[src/rtl/ours_vld_rdy_rr_arb.sv]
// Round-robin valid/ready arbiter feeding a 2-entry output FIFO.
// Define OURS_VLD_RDY_ARB_LOCK_EN to hold the grant for a whole packet (until slave_last).
module ours_vld_rdy_rr_arb #(
   parameter int unsigned N_REQ = 4,
   parameter int unsigned WIDTH = 32,
   parameter int unsigned SRC_W = $clog2(N_REQ)
) (
   input  logic                   clk,
   input  logic                   rst,
   input  logic [N_REQ-1:0]       slave_valid,
   input  logic [N_REQ*WIDTH-1:0] slave_info,
   input  logic [N_REQ-1:0]       slave_last,
   output logic [N_REQ-1:0]       slave_ready,
   output logic                   master_valid,
   output logic [WIDTH-1:0]       master_info,
   output logic                   master_last,
   output logic [SRC_W-1:0]       master_src,
   input  logic                   master_ready,
   output logic                   clk_en
);

   localparam int unsigned ENT_W = WIDTH + 1 + SRC_W;

   logic [ENT_W-1:0] mem_q [2];
   logic             rd_q, wr_q;
   logic [1:0]       cnt_q, cnt_d;
   logic [SRC_W-1:0] ptr_q, ptr_d;
   logic             fifo_empty, fifo_full, push, pop, space;

   logic             rr_vld;
   logic [SRC_W-1:0] rr_id;
   logic [SRC_W:0]   cand;
   logic             gnt_vld;
   logic [SRC_W-1:0] gnt_id;
   logic [SRC_W:0]   nxt_w;
   logic [SRC_W-1:0] nxt_id;
   logic [WIDTH-1:0] gnt_info;
   logic             gnt_last;
   logic             locked;

   assign fifo_empty = (cnt_q == 2'd0);
   assign fifo_full  = (cnt_q == 2'd2);
   // A full FIFO can still take a beat when its head leaves in the same cycle.
   assign space      = !fifo_full || master_ready;
   assign pop        = !fifo_empty && master_ready;

   always_comb begin
      rr_vld = 1'b0;
      rr_id  = '0;
      cand   = '0;
      for (int unsigned k = 0; k < N_REQ; k++) begin
         cand = {1'b0, ptr_q} + (SRC_W+1)'(k);
         if (cand >= (SRC_W+1)'(N_REQ))
            cand = cand - (SRC_W+1)'(N_REQ);
         if (!rr_vld && slave_valid[cand[SRC_W-1:0]]) begin
            rr_vld = 1'b1;
            rr_id  = cand[SRC_W-1:0];
         end
      end
   end

`ifdef OURS_VLD_RDY_ARB_LOCK_EN
   typedef enum logic {IDLE, LOCKED} state_t;
   state_t           state_q, state_d;
   logic [SRC_W-1:0] lock_id_q, lock_id_d;

   assign locked  = (state_q == LOCKED);
   assign gnt_vld = locked ? 1'b1 : rr_vld;
   assign gnt_id  = locked ? lock_id_q : rr_id;
`else
   assign locked  = 1'b0;
   assign gnt_vld = rr_vld;
   assign gnt_id  = rr_id;
`endif

   always_comb begin
      gnt_info = '0;
      for (int unsigned i = 0; i < N_REQ; i++) begin
         if (gnt_id == SRC_W'(i))
            gnt_info = slave_info[i*WIDTH +: WIDTH];
      end
   end

   assign gnt_last = slave_last[gnt_id];

   always_comb begin
      slave_ready = '0;
      if (gnt_vld && space && !rst)
         slave_ready[gnt_id] = 1'b1;
   end

   assign push = gnt_vld && space && !rst && slave_valid[gnt_id];

   always_comb begin
      nxt_w  = {1'b0, gnt_id} + (SRC_W+1)'(1);
      nxt_id = (nxt_w == (SRC_W+1)'(N_REQ)) ? '0 : nxt_w[SRC_W-1:0];
   end

`ifdef OURS_VLD_RDY_ARB_LOCK_EN
   always_comb begin
      state_d   = state_q;
      lock_id_d = lock_id_q;
      ptr_d     = ptr_q;
      if (push) begin
         case (state_q)
            IDLE: begin
               if (gnt_last) begin
                  ptr_d = nxt_id;
               end else begin
                  state_d   = LOCKED;
                  lock_id_d = gnt_id;
               end
            end
            LOCKED: begin
               if (gnt_last) begin
                  state_d = IDLE;
                  ptr_d   = nxt_id;
               end
            end
            default: state_d = IDLE;
         endcase
      end
   end

   always_ff @(posedge clk or posedge rst) begin
      if (rst) begin
         state_q   <= IDLE;
         lock_id_q <= '0;
      end else begin
         state_q   <= state_d;
         lock_id_q <= lock_id_d;
      end
   end
`else
   assign ptr_d = push ? nxt_id : ptr_q;
`endif

   always_comb begin
      cnt_d = cnt_q;
      case ({push, pop})
         2'b10:   cnt_d = cnt_q + 2'd1;
         2'b01:   cnt_d = cnt_q - 2'd1;
         default: cnt_d = cnt_q;
      endcase
   end

   always_ff @(posedge clk or posedge rst) begin
      if (rst) begin
         mem_q[0] <= '0;
         mem_q[1] <= '0;
         rd_q     <= 1'b0;
         wr_q     <= 1'b0;
         cnt_q    <= '0;
         ptr_q    <= '0;
      end else begin
         if (push) begin
            mem_q[wr_q] <= {gnt_info, gnt_last, gnt_id};
            wr_q        <= ~wr_q;
         end
         if (pop)
            rd_q <= ~rd_q;
         cnt_q <= cnt_d;
         ptr_q <= ptr_d;
      end
   end

   always_comb begin
      {master_info, master_last, master_src} = mem_q[rd_q];
   end

   assign master_valid = !fifo_empty;
   assign clk_en       = rst || (|slave_valid) || !fifo_empty || locked;

endmodule
[config.mk]
export PLATFORM = sky130hd
export DESIGN_NAME = ours_vld_rdy_rr_arb
export DESIGN_NICKNAME = d
export VERILOG_FILES = /design/src/rtl/ours_vld_rdy_rr_arb.sv
export SDC_FILE = /design/constraint.sdc
export NUM_CORES = 1
export LEC_CHECK = 0
export ABC_AREA = 0
export CAP_MARGIN = 40
export CORE_MARGIN = 5
export CORE_UTILIZATION = 37
export DETAILED_ROUTE_END_ITERATION = 10
export PLACE_DENSITY_LB_ADDON = 0.25
export SYNTH_ARGS = -nofsm -noshare
export SYNTH_HDL_FRONTEND = slang
export SYNTH_SLANG_ARGS = --single-unit
[constraint.sdc]
create_clock -name clk -period 8.45 [get_ports clk]
set_input_delay 1.69 -clock clk [delete_from_list [all_inputs] [get_ports clk]]
set_output_delay 1.69 -clock clk [all_outputs]
set_load 0.03 [all_outputs]
* Word level (Yosys, flattened, before mapping)
Cells that the tools add are included. W data, S select, Z words.
Storage, ports and cells: register bits after elaboration 76, bits in latches 0, memory bits (writable) 0, ROM bits 0, bits of input ports 139, output and inout port bits 41, memories kept 0
Cells by class: add/sub/neg operators 10, $mul 0, div/mod/pow operators 0, order comparisons 13, equal/unequal tests 7, shift-type cells 0, multiplexer cells 39, bitwise gates (word level) 4, reductions and logical operators 22
Operator list (number):
- $mux W35 | 4
- $mux W32 | 4
- $bwmux W70 | 1
- $demux W35 S1 | 1
- $mux W2 | 9
- $lt A2 B3 Y1 const B | 5
- $bmux W1 S2 | 6
- $mux W1 | 11
- $sub A2 B1 Y2 const B | 5
- $ge A3 B3 Y1 const B | 3
- $logic_and A1 B1 Y1 | 9
- $eq A2 B2 Y1 const B | 4
- $add A2 B1 Y3 const B | 2
- $add A2 B2 Y3 const B | 2
- $logic_not A1 Y1 | 6
- $eq A2 B1 Y1 const B | 2
- $ge A2 B2 Y1 const B | 2
- $logic_not A2 Y1 | 2
- $mux W4 | 1
- $not A1 Y2 | 2
- $pmux W2 S2 | 1
- $reduce_or A4 Y1 | 1
- $eq A3 B3 Y1 const B | 1
- $ge A2 B3 Y1 const B | 1
- 7 further kinds | 10

* Depth between registers and ports, before layout
Gate-level depths: netlist of the first run.
depth in word-level cells 20, depth in mapped cells 13, depth with buffers taken out 10

* Worst setup path before layout of the first run
OpenSTA, ideal clock, no wires.
path type input port to output port, start input port rst, end output port clk_en, arrival time 3959 ps, required time 6760 ps, slack 2801 ps, stages 2, cell sequence inv_1 > nand3b_1
On the way: word-level cells in the longest chain between the ends 2
RTL lines:
- start, declared | line 9 | input logic rst,
- $logic_or A1 B1 Y1 (2 in a row) | line 172 | assign clk_en = rst || (|slave_valid) || !fifo_empty || locked;
- end, declared | line 19 | output logic clk_en
Every way passes these cells.

* Final worst setup path of the first run
start input port slave_valid[3], end output port slave_ready[2]
On the way: word-level cells in the longest chain between the ends 17, elaborated cells between the ends (all ways) 30, classes of those cells 2 x order compare; 19 x mux; 9 x reduce/logical
RTL lines:
- start, declared | line 10 | input logic [N_REQ-1:0] slave_valid,
- $bmux W1 S2 | line 55 | if (!rr_vld && slave_valid[cand[SRC_W-1:0]]) begin
- $mux W1 (implied by the code) | line 55
- $mux W1 | line 55
- $logic_not A1 Y1 | line 55
- $logic_and A1 B1 Y1 | line 55
- $mux W1 | line 55
- $logic_not A1 Y1 | line 55
- $logic_and A1 B1 Y1 | line 55
- [... 2 more ...]
- $logic_and A1 B1 Y1 | line 55
- $mux W2 * | line 55
- via gnt_id[1] | line 34 | logic [SRC_W-1:0] gnt_id;
- $lt A2 B3 Y1 (implied by the code) or $ge A2 B1 Y1 (tied branches) | line 89 | slave_ready[gnt_id] = 1'b1;
- $logic_and A1 B1 Y1 (implied by the code) | line 89
- $mux W1 (implied by the code) | line 89
- $demux W1 S2 * | line 89
- $mux W4 * | line 88 | if (gnt_vld && space && !rst)
- end, declared | line 13 | output logic [N_REQ-1:0] slave_ready,
The timed path passes the listed nets; every way through them passes the cells marked *. The select of a mux whose other input is x is not followed.

==> results of run 1 <==
flip-flops by register name (all words and copies together), names as in the netlist:
| signal | count |
|---|---|
| mem_q | 70 |
| cnt_q | 2 |
| ptr_q | 2 |
| rd_q | 1 |
| wr_q | 1 |
routing by layer:
layer,share of wire (%),routed length (um)
met1,41,5450
met5,0,0
met4,1.2,159
met2,50,6620
met3,7.0,914
power by group:
part	switching [mW]	internal, mW
registers	0.0849	0.522
logic	0.776	0.604
clock network	0.140	0.235
layout make-up:
type	count	area (sq um)	area share, %
multi-input combinational	371	2300	34.6
tap	143	179	2.70
clock inverter	5	52.6	0.792
clock buffer	11	243	3.66
sequential	76	1900	28.7
inverter	5	25.0	0.377
timing repair buffer	189	1940	29.2
worst paths after layout:
check	end	cells after the start	from
hold reg to reg	mem_q[56]$_DFFE_PP0P_	2	mem_q[56]$_DFFE_PP0P_
setup / recovery	slave_ready[2]	9	slave_valid[3]
setup reg to reg	mem_q[26]$_DFFE_PP0P_	12	ptr_q[1]$_DFFE_PP0N_
hold / removal	mem_q[56]$_DFFE_PP0P_	2	mem_q[56]$_DFFE_PP0P_
min in group asynchronous	cnt_q[0]$_DFFE_PP0P_	3	rst
max in group asynchronous	mem_q[43]$_DFFE_PP0P_	4	rst
Yosys cell counts, drive strengths merged (2+ instances only):
cell type / number / area [sq um]
o21ai: 70 / 350
dfrtp: 76 / 1900
nor2b: 55 / 344
buf: 25 / 130
mux2: 35 / 394
nand3b: 2 / 15.0
inv: 4 / 15.0
nand2: 79 / 297
and2: 5 / 31.3
xor2: 2 / 17.5
clkbuf: 18 / 67.6
a221oi: 32 / 280
nor3: 33 / 170
and3: 2 / 12.5
a21oi: 33 / 165
a211oi: 2 / 25.0
ha: 5 / 62.6
xnor2: 2 / 17.5
nand2b: 2 / 12.5
nor2: 3 / 11.3
o31ai: 2 / 25.0
kinds of logic (layout without fill, tap and decap cells):
logic type	Yosys count	count (layout)	synth area share (%)
AOI/OAI and AO/OA	141	141	19.6
xor gates and xnor gates	4	4	0.795
adders and majority gates	5	5	1.42
buffers and inverters	48	210	5.02
DFF	76	76	43.1
muxes	35	35	8.94
and+or+nand+nor	186	186	21.1
worst max-delay path, stage by stage:
cell,delay (ns)
sky130_fd_sc_hd__clkdlybuf4s50_1,0.56
sky130_fd_sc_hd__and3b_1,0.20
sky130_fd_sc_hd__o21ai_0,0.23
sky130_fd_sc_hd__nand2_1,0.23
sky130_fd_sc_hd__inv_1,0.15
sky130_fd_sc_hd__ha_2,0.54
sky130_fd_sc_hd__buf_16,0.24
sky130_fd_sc_hd__and2_1,0.15
sky130_fd_sc_hd__clkdlybuf4s50_1,0.67
metrics by stage:
stage	cell area, sq um	setup WS [ns]
4_1_cts	6640	2.07
2_1_floorplan	4410	2.80
6_report	6640	2.10
3_3_place_gp	6230	2.00
5_1_grt	6640	1.87
3_5_place_dp	6340	2.06
==> results.md, run 1 <==
Global routing:
- For this run, global-route usage on met1 was measured as between 20 and 25%.
- For this run, the total global-route usage over all layers was measured as between 10% and 20%.
- The global routing stage identified its most utilized layer as met2.
- The met2 usage is between 30 and 40%.
- The via count of the first global-routing pass is 4362.
- The number of antenna violations at the first check in global routing is 0.
- The wire length of the first global-routing pass is 21700 um.
- For met3 alone, demand over resource in global routing was 5.12%.
- The total overflow left after global routing is 0.
- Entering global routing, the biggest net connects 72 pins.

STA:
- On the final layout, the worst clock skew is between 0.01 and 0.015 ns.
- The final critical path takes up 75.1% of the cycle.
- The final count of negative-setup-slack endpoints is 0.
- The max-slew headroom at the worst pin is a little under three fifths.
- The final critical path time including I/O delays and setup is 6.35 ns.
- For the pin with the worst max-slew slack, the measured transition is around 0.67 ns.
- Summed over all failing endpoints, the final setup total negative slack is 0 ns.
- The max-slew violation count is 0.
- For this run, the top clock speed supported by timing is between 0.15 and 0.2 GHz.
- The final-layout worst hold slack is between 0.4 and 0.5 ns.
- Setup repair after global routing left no endpoint under its margin.
- The number of hold violations in the final report is 0.

Layout:
- Of the cells placed in the final design, the portion with a size suffix greater than 1 is 11.4%.
- Compared with the post-synthesis result, the final layout area differs by 50.6%.
- The filler cells instantiated in the layout total ~1100.
- The number of nets at the end of the flow is 796.
- In the layout the commonest cells are 179 x sky130_fd_sc_hd__clkdlybuf4s50_1, 78 x sky130_fd_sc_hd__nand2_1, 75 x sky130_fd_sc_hd__dfrtp_1.
- The number of antenna diodes in the final layout is 0.
- The final non-filler cell total is 800.
- The utilization after layout is a little under three fifths.
- The leading cell type in the layout, fill and taps excluded is sky130_fd_sc_hd__clkdlybuf4s50_1.

Clock tree:
- Clock-pin slew was measured on the worst setup and hold paths at 0.06 ns.
- Once the clock tree was built, the resizer swapped 0 gates to a different size.
- The buffer levels on the longest clock path is 2.
- The number of hold buffers added after CTS is 0.
- The number of H-tree branching levels is 3.
- The tree built by TritonCTS fans out to 76 sinks.
- In this run, CTS created clock tree buffers numbering 9.
- TritonCTS built the clock tree.
- In this run the clock root is driven by a sky130_fd_sc_hd__clkbuf_16.
- The insertion delay to the later sink of the worst-skew pair is roughly 0.32 ns.
- The number of buffers inserted by post-CTS setup repair is 0.

Yosys:
- Among all flip-flop cells after synthesis, the most frequent one is sky130_fd_sc_hd__dfrtp_1.
- A synthesized cell averages about 8.9 sq um.
- The gate count of the mapped netlist is between 400 and 500.
- The number of different library cells used by synthesis comes to 33.
- The share of the yosys chip area belonging to registers is a little over two fifths.
- The synthesized cell area is between 0.004 and 0.005 sq mm.
- After synthesis the netlist holds a flip-flop and latch count of 76.
- Counting flops with an async set or reset pin after synthesis yields a share of between 90% and 100%.
- Synthesis produced a netlist with a net count of 639.
- In this run, synthesis inferred 0 flip-flops with an integrated enable.
- The Yosys step of the flow raised 0 warnings.

Drt:
- The number of DRC markers in iteration 0 is around 150.
- For this block, the routed nets add up to about 13000 um of wire.
- The via total after detailed routing is between 4000 and 5000.
- The wire length per cell after detailed routing is between 15 and 20 um.
- After detailed routing, the number of vias per cell comes to 5.16.
- The detailed-routing iteration count for the pre-antenna-repair pass is 4.
- The count of antenna-violating nets left after detailed routing is 0.
- For this run, design rule violations remaining after detail routing come to 0.

Setup path:
- The setup slack on the worst flop-to-flop path is 5.13 ns.
- The worst setup path category is in -> out.
- Data on the critical path is required at its endpoint by between 6 and 7 ns.
- The type of destination of the critical path is an output pin.
- Along the worst path, the maximum fanout reaches 39.
- At the worst endpoint, the arrival time is approximately 4.7 ns.
- The sort of element at the start of the critical path is an input port.

Floorplan:
- The initialized floorplan defines 39 standard-cell rows.
- From bottom edge to top edge, the die measures about 120 um.
- The placeable core area is around 0.012 sq mm.
- Pin placement for this block handled between 150 and 200 I/O pins.
- The starting density of the core is 38.1%.
- The die covers around 0.014 sq mm.
- The floorplan step set the die width to roughly 120 um.

Power and ir drop:
- The power consumption is 2.36 mW.
- VDD sags by at most approximately 0.15 mV.
- The power density relative to cell area is roughly 360 mW/mm^2.
- In this run the static leakage power is around 2.7 nW.

Hold path:
- In this run the worst hold path is classified as reg -> reg.

Place:
- Summed over all nets, the half-perimeter wirelength after detailed placement is 9750 um.
- The number of cells after detailed placement is 784.
- The number of buffers inserted by port buffering is approximately 180.
- The weighted congestion reported at the end of routability-driven placement is around 0.81.

Flow run:
- The max capacitance violation total is 0.

Status:
- The flow ran to the end, and the final reports show no timing, DRC or antenna violations.
(Power assumes the default switching activity.)
==> run 2: changes to the inputs <==
==> constraint.sdc (replaced) <==
create_clock -name clk -period 5.8 [get_ports clk]
set_input_delay 1.16 -clock clk [delete_from_list [all_inputs] [get_ports clk]]
set_output_delay 1.16 -clock clk [all_outputs]
set_load 0.03 [all_outputs]
==> results.md, run 2 (synthesis results as in run 1) <==
Power and ir drop:
- The logic gate share of total power is a little under three fifths.
- The analysis attributes to cell leakage a power of ~2.7 nW.
- The proportion of power drawn by the clock network is between 10% and 20%.
- The net switching power of the design is 1.44 mW.
- Registers are responsible for a little over a quarter of the overall power.
- For this design the ratio of total power to cell area is about 520 mW/mm^2.
- The net switching share of the total power is around two fifths.
- The power consumption is approximately 3.5 mW.
- The maximum vdd drop is 0.212 mV.
- The internal power component is about 2.0 mW.

Global routing:
- The via count of the first global-routing pass is around 4200.
- The wire length of the first global-routing pass is about 21000 um.
- Entering global routing, the biggest net connects 65 pins.
- The total global routing overflow is 0.
- The number of antenna violations at the first check in global routing is 0.
- Global routing consumed, over all layers together, between 10% and 20% of the routing resources.

Place:
- The wire-length estimate of the detail-placed layout is approximately 9500 um.
- The weighted congestion reported at the end of routability-driven placement is 0.799.
- The number of cells after detailed placement is 783.
- The area of placed instances is about 0.0063 sq mm.
- In this run the tool buffered the top-level ports with 179 buffer cells.

Layout:
- In the layout the commonest cells are 179 x sky130_fd_sc_hd__clkdlybuf4s50_1, 78 x sky130_fd_sc_hd__nand2_1, 75 x sky130_fd_sc_hd__dfrtp_1.
- The fraction of layout cells with a size suffix above 1 is 11.3%.
- The largest register by flop count is mem_q.
- The count of filler cells inserted in the layout is between 1000 and 1500.
- The library cell used most frequently in the layout, excluding fill and tap cells, is sky130_fd_sc_hd__clkdlybuf4s50_1.
- 0 antenna diodes ended up in the layout.
- The largest registers in the layout are mem_q x70, cnt_q x2, ptr_q x2.
- The number of flip-flops under the largest register name is 70.
- The post-route cell area is 0.00663 sq mm.
- The number of nets at the end of the flow is between 700 and 800.
- Excluding fillers, the count of instances in the completed layout stands at roughly 800.
- Relative to the synthesized area, the layout overhead comes to 50.5%.

Flow run:
- The max capacitance violation total is 0.

Clock tree:
- For this design, the sink count on the clock tree is between 70 and 80.
- The number of hold buffers added after CTS is 0.
- The number of buffers inserted by post-CTS setup repair is 0.
- The TritonCTS clock tree is built.
- The H-tree generated during clock tree synthesis spans 3 levels.
- The insertion delay to the later sink of the worst-skew pair is ~0.32 ns.
- Clock-pin slew was measured on the worst setup and hold paths at about 0.050 ns.
- The cell sitting at the root of the clock tree is a sky130_fd_sc_hd__clkbuf_16.
- Post-CTS repair changed the size of 0 cells.
- Buffers inserted during clock tree synthesis total 9.
- The buffer levels on the longest clock path is 2.

Drt:
- The count of antenna-violating nets left after detailed routing is 0.
- Dividing the detail-routed wire length by the instance count gives 16.2 um.
- The total length of routed wires is 12900 um.
- The number of vias per cell is just over 5.
- For this block, the initial DRC count from the detailed router was 122.
- The detailed router placed about 4100 vias in this run.
- The detailed-routing iteration count for the pre-antenna-repair pass is 4.
- The number of remaining DRC errors is 0.

Hold path:
- Along the worst hold path, the cell count comes to 2.
- The worst hold-check path type is reg -> reg.

STA:
- The transition time at the pin with the least slew margin is roughly 0.9 ns.
- Derived from the worst setup path, the maximum achievable clock frequency is about 0.21 GHz.
- The smallest clock period supported by the final layout is computed as 4.68 ns.
- Setup repair after global routing left no endpoint under its margin.
- Between clock sinks in the finished design, the worst skew comes to roughly 0.0065 ns.
- The final count of negative-setup-slack endpoints is 0.
- Summed over all failing endpoints, the final setup total negative slack is 0 ns.
- The worst pin sits at a relative slew slack of 39.7%.
- The number of hold violations in the final report was 0.
- The max-slew violation count is 0.
- The final-layout worst hold slack is about 0.47 ns.
- The share of the clock period used by the worst path after layout is 80.8%.

Floorplan:
- After floorplanning, the core was divided into 39 placement rows.
- The die is approximately 120 um tall.
- The die covers roughly 0.014 sq mm.
- Once the floorplan was initialized, standard cells occupied between 30% and 40% of the core.
- The placeable core area is about 0.012 sq mm.
- Measured along the x axis, the die boundary spans between 100 and 150 um.
- 180 I/O pins were placed.

Setup path:
- STA classifies the critical path startpoint as an input port.
- Counting cells, the worst reg-to-reg path comes to 11.
- The worst setup path is captured at an output pin.
- The data arrival time of the critical path is between 3 and 4 ns.
- The critical path is of the in -> out type.
- The data required time of the critical path is between 4 and 5 ns.
- The setup slack on the worst flop-to-flop path is approximately 2.5 ns.
- Along the worst path, the maximum fanout reaches 6.

Status:
- The flow ran to the end, and the final reports show no timing, DRC or antenna violations.
[run 2: cell count changes in the layout (fill, tap and decap cells not counted)]
cell                        change
sky130_fd_sc_hd__clkbuf_8       +1
sky130_fd_sc_hd__clkinv_2       -2
sky130_fd_sc_hd__buf_8          -1
sky130_fd_sc_hd__buf_16         -1
sky130_fd_sc_hd__buf_4          +1
sky130_fd_sc_hd__clkbuf_1       -1
sky130_fd_sc_hd__bufinv_16      +1
[run 2: final timing paths]
check                                      startpoint                    end
max in group asynchronous                         rst  mem_q[15]$_DFFE_PP0P_
min in group asynchronous                         rst  mem_q[67]$_DFFE_PP0P_
worst max register to register   ptr_q[1]$_DFFE_PP0N_  mem_q[33]$_DFFE_PP0P_
worst min register to register  mem_q[34]$_DFFE_PP0P_  mem_q[34]$_DFFE_PP0P_
worst min-delay path            mem_q[34]$_DFFE_PP0P_  mem_q[34]$_DFFE_PP0P_
worst max-delay path                   slave_valid[3]         slave_ready[1]
[run 2: through the flow]
stage / setup WS [ns] / util, %
4_1_cts: 1.11 / 57.4
6_report: 1.12 / 57.4
3_3_place_gp: 1.16 / 54.0
3_5_place_dp: 1.12 / 54.5
2_1_floorplan: 1.21 / -
5_1_grt: 0.988 / 57.4
[run 2: critical path, stage by stage]
cell	delay [ns]
sky130_fd_sc_hd__clkdlybuf4s50_1	0.56
sky130_fd_sc_hd__nor2b_1	0.07
sky130_fd_sc_hd__o21a_1	0.17
sky130_fd_sc_hd__or3_1	0.49
sky130_fd_sc_hd__clkinv_4	0.11
sky130_fd_sc_hd__ha_2	0.18
sky130_fd_sc_hd__and2_1	0.12
sky130_fd_sc_hd__clkdlybuf4s50_1	0.66
[run 2: power by group through the flow]
stage	Sequential [mW]	Clock, mW	Combinational, mW
6_report	0.906	0.598	1.95
3_5_place_dp	0.917	0	1.97
2_1_floorplan	0.849	0	1.37
3_3_place_gp	0.923	0	1.88
5_1_grt	0.939	0.633	2.14
4_1_cts	0.908	0.612	1.98
[run 2: layout make-up]
type	count	area, sq um	share of cell area, %
clock inverter	4	72.6	1.09
timing repair buffer	188	1900	28.7
inverter	5	25.0	0.377
multi-input combinational	371	2300	34.6
tap	143	179	2.70
sequential	76	1900	28.7
clock buffer	11	253	3.81
[run 2: per-layer routing]
metal / track usage, % / share of wire (%)
met5: 0 / 0
met4: 5.43 / 1.3
met3: 5.59 / 7.0
met2: 31.1 / 49
met1: 21.4 / 43
